File: config.mk
export PLATFORM = sky130hd
export DESIGN_NAME = lsu_stage
export DESIGN_NICKNAME = d
export VERILOG_FILES = /design/src/rtl/lsu_stage_pkg.sv /design/src/rtl/lsu_align.sv /design/src/rtl/lsu_stage.sv
export SDC_FILE = /design/constraint.sdc
export NUM_CORES = 1
export LEC_CHECK = 0
export CAP_MARGIN = 20
export CORE_ASPECT_RATIO = 0.6
export CORE_MARGIN = 2
export CORE_UTILIZATION = 51
export DETAILED_ROUTE_END_ITERATION = 10
export GPL_TIMING_DRIVEN = 0
export PLACE_DENSITY_LB_ADDON = 0.25
export SLEW_MARGIN = 20
export SYNTH_ARGS = -nofsm -noshare
export SYNTH_HDL_FRONTEND = slang
export SYNTH_SLANG_ARGS = --single-unit
export TNS_END_PERCENT = 1
File: constraint.sdc
create_clock -name clk -period 3.37 [get_ports clk]
set_input_delay 1.011 -clock clk [delete_from_list [all_inputs] [get_ports clk]]
set_output_delay 1.011 -clock clk [all_outputs]
set_load 0.02 [all_outputs]
File: src/rtl/lsu_stage_pkg.sv
// Shared definitions for the LSU stage: access-size encodings, FSM states and
// the writeback control width used by both the execute and writeback stages.
package lsu_stage_pkg;

    localparam int LSU_WB_CTRL_W = 8;

    localparam logic [1:0] MEM_B = 2'd0;
    localparam logic [1:0] MEM_H = 2'd1;
    localparam logic [1:0] MEM_W = 2'd2;

    typedef enum logic [1:0] {
        IDLE = 2'd0,
        REQ  = 2'd1,
        WAIT = 2'd2
    } lsu_state_e;

    // Byte accesses never fault; an unused size code is treated like a word.
    function automatic logic is_misaligned(input logic [1:0] size, input logic [1:0] lo);
        case (size)
            MEM_B:   is_misaligned = 1'b0;
            MEM_H:   is_misaligned = lo[0];
            default: is_misaligned = (lo != 2'b00);
        endcase
    endfunction

endpackage

File: src/rtl/lsu_align.sv
// Byte-lane steering for the LSU: store strobes/data replication and
// load-data extraction with sign or zero extension.
module lsu_align
    import lsu_stage_pkg::*;
#(
    parameter int WIDTH = 32
) (
    input  logic [1:0]       i_size,
    input  logic [1:0]       i_addr_lo,
    input  logic             i_unsigned,
    input  logic [WIDTH-1:0] i_rs2,
    input  logic [WIDTH-1:0] i_rdata,
    output logic [3:0]       o_wstrb,
    output logic [WIDTH-1:0] o_wdata,
    output logic [WIDTH-1:0] o_ldata
);

    logic [WIDTH-1:0] w_shift;

    assign w_shift = i_rdata >> {i_addr_lo, 3'b000};

    always_comb begin
        o_wstrb = 4'b1111;
        o_wdata = i_rs2;
        o_ldata = w_shift;
        case (i_size)
            MEM_B: begin
                o_wstrb = 4'b0001 << i_addr_lo;
                o_wdata = {4{i_rs2[7:0]}};
                o_ldata = {{24{~i_unsigned & w_shift[7]}}, w_shift[7:0]};
            end
            MEM_H: begin
                o_wstrb = 4'b0011 << i_addr_lo;
                o_wdata = {2{i_rs2[15:0]}};
                o_ldata = {{16{~i_unsigned & w_shift[15]}}, w_shift[15:0]};
            end
            default: ;
        endcase
    end

endmodule

File: src/rtl/lsu_stage.sv
// RV32 memory-access stage: issues loads/stores on a valid/ready bus and
// holds a one-entry registered result for writeback.
module lsu_stage
    import lsu_stage_pkg::*;
#(
    parameter int WIDTH     = 32,
    parameter int WB_CTRL_W = LSU_WB_CTRL_W
) (
    input  logic                 clk,
    input  logic                 rst,
    input  logic                 ex_valid,
    output logic                 ex_ready,
    input  logic [WIDTH-1:0]     ex_alu_result,
    input  logic [WIDTH-1:0]     ex_rs2_data,
    input  logic [WIDTH-1:0]     ex_pc,
    input  logic [WIDTH-1:0]     ex_inst,
    input  logic                 ex_mem_ren,
    input  logic                 ex_mem_wen,
    input  logic [1:0]           ex_mem_size,
    input  logic                 ex_mem_unsigned,
    input  logic [WB_CTRL_W-1:0] ex_wb_ctrl,
    output logic                 mem_req_valid,
    input  logic                 mem_req_ready,
    output logic                 mem_req_wen,
    output logic [WIDTH-1:0]     mem_req_addr,
    output logic [WIDTH-1:0]     mem_req_wdata,
    output logic [3:0]           mem_req_wstrb,
    input  logic                 mem_resp_valid,
    input  logic [WIDTH-1:0]     mem_resp_rdata,
    output logic                 wb_valid,
    input  logic                 wb_ready,
    output logic [WIDTH-1:0]     wb_data,
    output logic [WIDTH-1:0]     wb_pc,
    output logic [WIDTH-1:0]     wb_inst,
    output logic [WB_CTRL_W-1:0] wb_ctrl,
    output logic                 wb_misalign
);

    lsu_state_e r_state, w_state_nxt;

    logic [WIDTH-1:0]     r_addr, r_rs2, r_pc, r_inst;
    logic [1:0]           r_size;
    logic                 r_uns, r_wen;
    logic [WB_CTRL_W-1:0] r_ctrl;

    logic                 r_wb_valid, r_wb_misalign;
    logic [WIDTH-1:0]     r_wb_data, r_wb_pc, r_wb_inst;
    logic [WB_CTRL_W-1:0] r_wb_ctrl;

    logic             w_accept, w_is_mem, w_misalign, w_issue, w_resp;
    logic [3:0]       w_wstrb;
    logic [WIDTH-1:0] w_wdata, w_ldata;

    assign w_accept   = ex_valid && ex_ready;
    assign w_is_mem   = ex_mem_ren || ex_mem_wen;
    assign w_misalign = is_misaligned(ex_mem_size, ex_alu_result[1:0]);
    assign w_issue    = w_accept && w_is_mem && !w_misalign;
    // Responses outside WAIT (e.g. left over from before a reset) are dropped.
    assign w_resp     = (r_state == WAIT) && mem_resp_valid;

    always_ff @(posedge clk or negedge rst) begin
        if (!rst) r_state <= IDLE;
        else      r_state <= w_state_nxt;
    end

    always_comb begin
        w_state_nxt   = r_state;
        ex_ready      = 1'b0;
        mem_req_valid = 1'b0;
        case (r_state)
            IDLE: begin
                ex_ready = !r_wb_valid || wb_ready;
                if (w_issue) w_state_nxt = REQ;
            end
            REQ: begin
                mem_req_valid = 1'b1;
                if (mem_req_ready) w_state_nxt = WAIT;
            end
            WAIT: begin
                if (mem_resp_valid) w_state_nxt = IDLE;
            end
            default: w_state_nxt = IDLE;
        endcase
    end

    always_ff @(posedge clk or negedge rst) begin
        if (!rst) begin
            r_addr <= '0;
            r_rs2  <= '0;
            r_pc   <= '0;
            r_inst <= '0;
            r_size <= '0;
            r_uns  <= 1'b0;
            r_wen  <= 1'b0;
            r_ctrl <= '0;
        end else if (w_issue) begin
            r_addr <= ex_alu_result;
            r_rs2  <= ex_rs2_data;
            r_pc   <= ex_pc;
            r_inst <= ex_inst;
            r_size <= ex_mem_size;
            r_uns  <= ex_mem_unsigned;
            r_wen  <= ex_mem_wen;
            r_ctrl <= ex_wb_ctrl;
        end
    end

    lsu_align #(.WIDTH(WIDTH)) u_align (
        .i_size     (r_size),
        .i_addr_lo  (r_addr[1:0]),
        .i_unsigned (r_uns),
        .i_rs2      (r_rs2),
        .i_rdata    (mem_resp_rdata),
        .o_wstrb    (w_wstrb),
        .o_wdata    (w_wdata),
        .o_ldata    (w_ldata)
    );

    assign mem_req_wen   = r_wen;
    assign mem_req_addr  = {r_addr[WIDTH-1:2], 2'b00};
    assign mem_req_wdata = w_wdata;
    assign mem_req_wstrb = r_wen ? w_wstrb : 4'b0000;

    // A memory op is only accepted while the output register is free, so it
    // is always empty by the time the response lands in WAIT.
    always_ff @(posedge clk or negedge rst) begin
        if (!rst) begin
            r_wb_valid    <= 1'b0;
            r_wb_misalign <= 1'b0;
            r_wb_data     <= '0;
            r_wb_pc       <= '0;
            r_wb_inst     <= '0;
            r_wb_ctrl     <= '0;
        end else if (w_accept && (!w_is_mem || w_misalign)) begin
            r_wb_valid    <= 1'b1;
            r_wb_misalign <= w_is_mem;
            r_wb_data     <= w_is_mem ? '0 : ex_alu_result;
            r_wb_pc       <= ex_pc;
            r_wb_inst     <= ex_inst;
            r_wb_ctrl     <= ex_wb_ctrl;
        end else if (w_resp) begin
            r_wb_valid    <= 1'b1;
            r_wb_misalign <= 1'b0;
            r_wb_data     <= r_wen ? r_addr : w_ldata;
            r_wb_pc       <= r_pc;
            r_wb_inst     <= r_inst;
            r_wb_ctrl     <= r_ctrl;
        end else if (r_wb_valid && wb_ready) begin
            r_wb_valid    <= 1'b0;
            r_wb_misalign <= 1'b0;
        end
    end

    assign wb_valid    = r_wb_valid;
    assign wb_misalign = r_wb_misalign;
    assign wb_data     = r_wb_data;
    assign wb_pc       = r_wb_pc;
    assign wb_inst     = r_wb_inst;
    assign wb_ctrl     = r_wb_ctrl;

endmodule

==> qor.csv, run 1 <==
metric,value,unit
tightest_slew,755,ps
status,completed,
netlist-cell-type-count,48,
swShare,37.7,%
area_growth,41.5,%
path_class,register to primary output,
min_period_over_period,97.7,%
final_nets,1522,
p_seq_share,33.6,%
critPathMaxFanout,17,
ys_seq_area_share,53.1,%
intPower,0.0100,W
pwr-share-clk,17.2,%
ff2ff_path_depth,6,
io_pins,356,
cp-end-kind,primary output,
fin_util,74.3,%
clk_path_buf_depth,3,
grt_usage,30.6,%
multi_input_area,4790,um^2
rsz0062_at_grt,true,
tritoncts,built,
die_h,121,um
cts_buffers,24,
cts_hold_buffers,0,
syn_inst,964,
layout_common_cells,"clkdlybuf4s50_1, dfrtp_1, a221o_1",
dieWidth,199,um
antenna_found_initial,1,
async_reset_ff_share,100,%
rows,42,
ff_latch_area,6210,um^2
power_switching,0.00609,W
clk_pin_slew,70,ps
setup-tns-final,0,ps
cap_violations,0,
yosys_warnings,0,
synth-edff-count,0,
fp.dieArea,24200,um^2
combPwrFrac,49.2,%
fillers,1538,
reg2reg_from,r_state[1],
syn_avg_cell_area,12.1,um^2
detailed_place_hpwl,27400,um
clk_latency,520,ps
netlist_area,11700,um^2
io_buffers,353,
grt_overflow,0,
drv_slew,0,
cts.sinks,248,
setup_viol,0,
ant_nets,0,
cp.arrival,2280,ps
core,22300,um^2
hold_path_class,input pin to async pin,
period_needed,3290,ps
grt_max_degree,83,
gp_congestion,0.882,
cts-root-buf,clkbuf_16,
grt_pass1_wl,56100,um
htreeDepth,1,
finalHoldViolCount,0,
p_per_area,975,nW/um^2
synth_seq_cells,248,
wire_per_inst,22.2,um
drc,0,
drtIter0Drc,855,
synth_flop_cell,dfrtp_1,
relSlewSlack,49.3,%
drive_above_1_share,15.1,%
fmax,304,MHz
worstPathRequired,2360,ps
p_leak,7.09,nW
via_per_inst,5.74,
cts_setup_buffers,0,
critPathLaunchType,register,
dr_total_vias,9587,
ctsResizeCount,18,
reg2reg_slack,800,ps
final_common_cell,clkdlybuf4s50_1,
vdd_drop_max,0.000768,V
initial_core_util,52.5,%
drtPass1Iterations,7,
fin_skew,13.6,ps
rr_endpoint,r_ctrl[4],
grt_pass1_vias,9689,
wl,37100,um
## Yosys cell counts, types with 2 or more instances
cell	count	area share (%)
o2bb2ai_1	8	0.60
o22ai_1	5	0.27
nand2b_1	18	0.96
o21ai_1	3	0.13
a31oi_1	8	0.43
a22o_1	8	0.60
and2_0	12	0.64
a21oi_1	11	0.47
mux2_1	87	8.4
nor2_1	16	0.51
nor2b_1	3	0.16
o221ai_1	9	0.67
a221o_1	88	7.5
buf_1	2	0.064
and2_1	70	3.7
a211oi_1	2	0.13
nand2_1	69	2.2
a221oi_1	3	0.22
o21ai_0	33	1.4
buf_2	26	1.1
clkbuf_1	35	1.1
mux2i_1	36	3.1
dfrtp_1	248	53
nand3_1	6	0.26
buf_6	2	0.19
o2111ai_1	7	0.52
mux2_2	61	5.9
inv_1	13	0.42
buf_4	49	3.1
nand3b_1	8	0.51
## through the flow
step | worst slack (ps) | hold slack (ps) | cell area, um^2 | total power (W) | std cells
after global placement | -9350 | 458 | 15600 | 0.0131 | 1626
after detailed placement | -170 | 466 | 15700 | 0.0133 | 1629
after floorplan | 763 | 449 | 11700 | 0.00967 | 965
final | 77.3 | 350 | 16500 | 0.0161 | 1670
after global routing | -5.04 | 355 | 16500 | 0.0170 | 1669
after CTS | -15.5 | 345 | 16500 | 0.0161 | 1669
## cell families (layout without fill, tap and decap cells)
family / count (synthesis) / in the layout / synth area share, %
other: 1 / 3 / 0.0321
AOI/OAI and AO/OA: 192 / 192 / 13.6
buffers and inverters: 127 / 523 / 6.06
muxes: 185 / 185 / 17.5
DFF: 248 / 248 / 53.1
and+or+nand+nor: 211 / 211 / 9.67
## final cells by class
| type | count | area share, % |
|---|---|---|
| Sequential cell | 248 | 37.5 |
| Buffer | 110 | 4.05 |
| Timing Repair Buffer | 356 | 21.9 |
| Tap cell | 308 | 2.33 |
| Clock buffer | 31 | 4.15 |
| Multi-Input combinational cell | 590 | 28.9 |
| Antenna cell | 1 | 0.0151 |
| Inverter | 13 | 0.295 |
| Clock inverter | 13 | 0.794 |
## power by group through the flow
stage               Combinational, W  Clock [W]  Sequential (W)
floorplan                    0.00384          0         0.00583
global placement             0.00776          0         0.00532
detailed placement           0.00792          0         0.00537
global route                 0.00841    0.00296         0.00559
finish                       0.00794    0.00277         0.00543
CTS                          0.00794    0.00281         0.00539
## critical path: stages (launching register included)
cell             delay, ps
dfrtp_2                500
or2_2                  310
buf_4                  230
nand2_1                100
nand2_1                 60
clkdlybuf4s50_1        560
## worst max-delay path by stage
stage / endpoint / cells past startpoint / slack (ps) / startpoint
floorplan: mem_req_wstrb[2] / 5 / 760 / r_addr[0]
global placement: r_pc[28] / 1 / -9350 / rst
detailed placement: r_ctrl[4] / 7 / -170 / wb_ready
CTS: mem_req_wdata[10] / 5 / -20 / r_size[1]
global route: mem_req_wstrb[0] / 5 / -5 / mem_req_wen
finish: mem_req_wdata[8] / 5 / 80 / r_size[0]
## registers in the layout, indices dropped and copies added, names as in the netlist
signal       cells
wb_data         32
r_pc            32
wb_inst         32
mem_req_wen      1
wb_misalign      1
r_addr          32
wb_valid         1
r_ctrl           8
r_state          2
wb_ctrl          8
r_inst          32
r_size           2
r_uns            1
r_rs2           32
wb_pc           32
## metal layers
layer	GRT usage, %	share of wire [%]
met5	0	0
met4	7.08	2.3
met3	9.26	11
met2	45.9	44
met1	43.8	43
(Power assumes the default switching activity.)
==> run 2, diff against run 1 <==
--- a/config.mk
+++ b/config.mk
@@ -9,6 +9,7 @@
 export CORE_ASPECT_RATIO = 0.6
 export CORE_MARGIN = 2
 export CORE_UTILIZATION = 51
+export CTS_CLUSTER_SIZE = 8
 export DETAILED_ROUTE_END_ITERATION = 10
 export GPL_TIMING_DRIVEN = 0
 export PLACE_DENSITY_LB_ADDON = 0.25
==> run 2 against run 1 <==
  * Largest cell class unchanged
  * Utilization is 0.62 points higher
  * Flip-flop and latch count stayed put
  * Power rose by 2.9%
  * Highest routed layer unchanged
  * Largest power group unchanged
  * Setup slack got worse by 26 ps
  * Global-route usage is 0.87 points higher
  * Sequential power about the same
  * Wire length is 1.8% higher
  * Maximum frequency is 0.78% lower
  * Hold slack improved by 13 ps
  * Register-to-register slack hardly changed
==> qor.csv, run 2 (synthesis results as in run 1) <==
metric,value,unit
status,completed,
gp_congestion,0.882,
grt_usage,31.5,%
cts_hold_buffers,0,
drtPass1Iterations,5,
die_h,121,um
crit_chain,inv_1 > clkbuf_2 > a21oi_1 > clkdlybuf4s50_1,
io_buffers,353,
clk_latency,510,ps
crit_slowest_cell,clkdlybuf4s50_1,
wire_per_inst,22.7,um
via_per_inst,5.82,
cts_buffers,36,
p_seq_share,32.8,%
grt_pass1_wl,57300,um
critPathMaxFanout,11,
place_area,15700,um^2
grt_max_degree,83,
drive_above_1_share,14.7,%
core,22300,um^2
pwr-share-clk,19.3,%
cts.sinks,248,
min_period_over_period,98.5,%
grt_overflow,0,
layout_common_cells,"clkdlybuf4s50_1, dfrtp_1, a221o_1",
drc,0,
critPathLaunchType,register,
grt_pass1_vias,9892,
cp-end-kind,primary output,
timing.critical_path.from,mem_req_wen,
ant_nets,0,
hold_path_class,input pin to async pin,
htreeDepth,2,
design_area,16700,um^2
detailed_place_hpwl,27400,um
cap_violations,0,
p_per_area,996,nW/um^2
swShare,37.2,%
rsz0062_at_grt,true,
drv_slew,0,
antenna_cells,0,
fillers,1513,
tritoncts,built,
p_leak,7.15,nW
vdd_drop_max,0.000732,V
fin_skew,8.69,ps
max_stage_delay,630,ps
combPwrFrac,47.8,%
dieWidth,199,um
io_pins,356,
setup-tns-final,0,ps
power_switching,0.00618,W
wl,37800,um
tightest_slew,754,ps
cts-root-buf,clkbuf_16,
reg2reg_from,r_state[1],
fp.dieArea,24200,um^2
setup_viol,0,
fmax,301,MHz
relSlewSlack,49.4,%
period_needed,3320,ps
path_class,register to primary output,
final_common_cell,clkdlybuf4s50_1,
area_growth,42.7,%
clk_path_buf_depth,3,
rows,42,
initial_core_util,52.5,%
finalHoldViolCount,0,
worstPathRequired,2360,ps
dr_total_vias,9683,
hold_slack,363,ps
drtIter0Drc,751,
intPower,0.0104,W
antenna_found_initial,1,
clk_pin_slew,50,ps
final_nets,1533,
cp.arrival,2310,ps
-- run 2: final cells by class --
cell class / instances / area, um^2 / area share [%]
buffer: 109 / 662 / 3.97
multi-input combinational: 590 / 4790 / 28.7
tap: 308 / 385 / 2.31
clock buffer: 38 / 951 / 5.70
sequential: 248 / 6210 / 37.2
inverter: 13 / 48.8 / 0.293
timing repair buffer: 356 / 3620 / 21.7
clock inverter: 1 / 16.3 / 0.0975
-- run 2: power by group through the flow --
stage | clock (W) | combinational (W) | sequential, W
floorplan | 0 | 0.00384 | 0.00583
global placement | 0 | 0.00776 | 0.00532
detailed placement | 0 | 0.00792 | 0.00537
CTS | 0.00325 | 0.00795 | 0.00541
global route | 0.00340 | 0.00841 | 0.00561
finish | 0.00321 | 0.00794 | 0.00545
-- run 2: layer usage --
metal | wire, um | vias up | track usage, % | share of wire, %
li1 | - | 4249 | - | -
met2 | 16500 | 521 | 46.4 | 44
met1 | 16100 | 4834 | 44.5 | 43
met3 | 4240 | 79 | 10.2 | 11
met4 | 987 | 0 | 9.40 | 2.6
met5 | 0 | - | 0 | 0
-- run 2: final timing paths --
path	endpoint	slack [ps]	depth (start not counted)
setup / recovery	mem_req_wstrb[1]	50	4
hold / removal	wb_inst[13]	360	1
setup reg to reg	r_ctrl[5]	810	6
hold reg to reg	r_inst[28]	480	1
max in group asynchronous	r_size[1]	1930	3
min in group clk	r_inst[28]	480	1
-- run 2: worst max-delay path: cells and delay by family, from the launching register on --
family / cells / cell delay [ps]
compound gates: 1 / 160
buf+inv: 3 / 1160
flops: 1 / 460
-- run 2: repair_timing --
item | in CTS | in global routing
resized for setup | 15 | 5
endpoints found under the setup margin | 29 | 19
endpoints found under the hold margin | 0 | 0
buffers inserted | 0 | 0
-- run 2: through the flow --
stage | power [W] | setup WS, ps | utilization, % | cells
floorplan | 0.00967 | 763 | - | 965
global placement | 0.0131 | -9350 | 70.1 | 1626
detailed placement | 0.0133 | -170 | 70.5 | 1629
CTS | 0.0166 | 4.68 | 74.8 | 1663
global route | 0.0174 | -46.6 | 74.9 | 1663
finish | 0.0166 | 51.5 | 74.9 | 1663
==> RTL edit: new RTL, config.mk and constraints of run 2 <==
Encoding of `lsu_state_e`: now one-hot (3 bits for 3 states).
--- a/src/rtl/lsu_stage_pkg.sv
+++ b/src/rtl/lsu_stage_pkg.sv
@@ -9,8 +9,8 @@
     localparam logic [1:0] MEM_W = 2'd2;
 
-    typedef enum logic [1:0] {
-        IDLE = 2'd0,
-        REQ  = 2'd1,
-        WAIT = 2'd2
+    typedef enum logic [2:0] {
+        IDLE = 3'b001,
+        REQ  = 3'b010,
+        WAIT = 3'b100
     } lsu_state_e;
 
Check against the original RTL: same outputs for any inputs over 4 cycles, from zero or initial values and one cycle with rst low; so few cycles prove little.
==> RTL edit against run 2 <==
Register-to-register slack improved by 0.27 ns; wire length is 4.6% higher; area after synthesis shrank 0.90%; sequential cell count rose by 1; final area is 0.31% lower; combinational power decreased by 29%; critical endpoint is now mem_req_wstrb[3]; clock power grew 4%; critical path type unchanged; fmax is 0.75% lower; setup slack worse by 0.025 ns; power is 17% lower.
==> RTL edit: results (changes against run 2) <==
stage,metric,value,unit,change
outcome,outcome,"finished, final reports clean",,unchanged
yosys,async_flop_share,100,%,unchanged
sta,skew,0.0127,ns,was 0.00869 ns
cts,clk_latency,0.51,ns,about the same
drt,firstDrtPassIters,5,,unchanged
yosys,synth_top_family_by_area,multiplexers,,unchanged
setup_path,slowest_stage,dfrtp_1,,was clkdlybuf4s50_1
cts,cts_max_level,2,,unchanged
drt,wl_per_cell,22.7,um,about the same
layout,drive_above_1_share,20.7,%,was 14.7%
yosys,synthFlopType,dfrtp_1,,unchanged
placement,io_buffers,353,,unchanged
yosys,seq_area_frac_synth,53.8,%,was 53.1%
cts,cts-buffers-inserted,37,,was 36
sta,setup_violations,0,,unchanged
yosys,netlist_top_cells_area,"dfrtp_1 (54%), mux2_2 (14%), nand2_1 (6.2%)",,"was dfrtp_1 (53%), mux2_1 (8.4%), a221o_1 (7.5%)"
yosys,synth_compound_area_share,13.2,%,was 13.6%
drt,drt_iter0_drc,717,,was 751
grt,antenna_found_initial,2,,was 1
yosys,synth_cell_types,50,,was 48
sta,worstMarginPinSlew,0.749,ns,was 0.754 ns
setup_path,crit_arrival,2.33,ns,was 2.31 ns
cts,cts_root_buf,clkbuf_16,,unchanged
cts,cts.path.max_buffers,3,,unchanged
cts,cts_setup_buffers,0,,unchanged
grt,grt_pass1_wl,59700,um,was 57300 um
yosys,ys_top_cells_by_count,"dfrtp_1 (248), nand2_1 (191), mux2_2 (139), a22oi_1 (79), o21ai_0 (54)",,"was dfrtp_1 (248), a221o_1 (88), mux2_1 (87), and2_1 (70), nand2_1 (69)"
placement,dp_hpwl,28600,um,was 27400 um
setup_path,path_max_fanout,10,,was 11
yosys,synthXorXnorAreaFrac,0.0756,%,was 0%
grt,grt_usage,33.4,%,was 31.5%
cts,clkSlewWorstSetupHoldPaths,0.06,ns,
drt,dr_total_vias,9928,,was 9683
setup_path,cpPeakStageDelay,0.41,ns,was 0.63 ns
power_and_ir_drop,leakagePower,7.34,nW,was 7.15 nW
setup_path,crit_family,buffers and inverters,,unchanged
grt,grt_pass1_vias,10100,,was 9892
yosys,ys.warnings.count,0,,unchanged
layout,final_nets,1604,,was 1533
grt,grt_max_degree,100,,was 83
layout,diodes,0,,unchanged
power_and_ir_drop,p_sw_share,35.5,%,was 37.2%
yosys,synthMuxAreaShare,16.9,%,was 17.5%
power_and_ir_drop,ir_drop,0.000542,V,was 0.000732 V
placement,routabilityCongestion,0.950,,was 0.882
[RTL edit: cell types whose count changed in the layout (fill, tap and decap cells not counted), sizes merged, moves of 19 or more]
cell / run 2 / this run
and2: 82 / 1
a22oi: 0 / 79
nor2: 16 / 41
nand2: 69 / 191
a221o: 88 / 8
o21ai: 36 / 55
[RTL edit: per-stage QoR]
step | TNS [ns] | cells | power [mW] | setup slack [ns] | area, um^2
floorplan | 0 | 1032 | 7.72 | 0.813 | 11600
global placement | -2336.92 | 1693 | 10.2 | -9.42 | 15500
detailed placement | -0.593 | 1695 | 10.3 | -0.172 | 15600
CTS | -0.0475 | 1741 | 13.7 | -0.0363 | 16600
global route | -0.0125 | 1741 | 14.4 | -0.0125 | 16600
finish | 0 | 1741 | 13.7 | 0.0262 | 16600
[RTL edit: power groups by stage]
| stage | Combinational (mW) | Clock, mW | Sequential (mW) |
|---|---|---|---|
| after global routing | 6.00 | 3.52 | 4.86 |
| after global placement | 5.51 | 0 | 4.68 |
| after detailed placement | 5.62 | 0 | 4.72 |
| after floorplan | 2.71 | 0 | 5.02 |
| after CTS | 5.65 | 3.37 | 4.72 |
| final | 5.66 | 3.34 | 4.75 |
[RTL edit: area by class of cell]
cell class                      count  area (um^2)
Inverter                            8         30.0
Clock inverter                      2         17.5
Tap cell                          308          385
Multi-Input combinational cell    659         4600
Fill cell                        1529         5550
Timing Repair Buffer              355         3600
Clock buffer                       45          998
Sequential cell                   249         6230
Buffer                            115          763
[RTL edit: repair_timing]
item | CTS | global route
resized for setup | 19 | 14
hold endpoints to repair | 0 | 0
hold buffers | 0 | 0
gates cloned | 0 | 0
setup endpoints to repair | 29 | 15
[RTL edit: worst register-to-register path, delay by kind of cell (launching register included)]
kind	cells	cell delay (ns)
AOI/OAI and AO/OA	2	0.54
DFF	1	0.46
buffers and inverters	1	0.44
and+or+nand+nor	2	0.71
[RTL edit: per-layer routing]
layer | track usage (%) | share of wire (%) | vias up
met4 | 9.70 | 2.4 | 2
met5 | 0 | 0.023 | -
met1 | 46.7 | 43 | 4949
li1 | - | - | 4413
met3 | 10.9 | 10 | 73
met2 | 49.8 | 44 | 491
[RTL edit: worst paths after layout]
path                                              from  cells past startpoint  slack (ns)                 endpoint
worst min register to register   wb_pc[27]$_DFFE_PN0P_                      2        0.46    wb_pc[27]$_DFFE_PN0P_
worst max register to register  r_state[1]$_DFFE_PN0P_                      5        1.08   wb_data[6]$_DFFE_PN0P_
min in group clk                 wb_pc[27]$_DFFE_PN0P_                      2        0.47    wb_pc[27]$_DFFE_PN0P_
max in group asynchronous                          rst                      2        2.02  wb_inst[10]$_DFFE_PN0P_
worst min-delay path                               rst                      1        0.46     r_rs2[0]$_DFFE_PN0P_
worst max-delay path             r_addr[0]$_DFFE_PN0P_                      6        0.03         mem_req_wstrb[3]
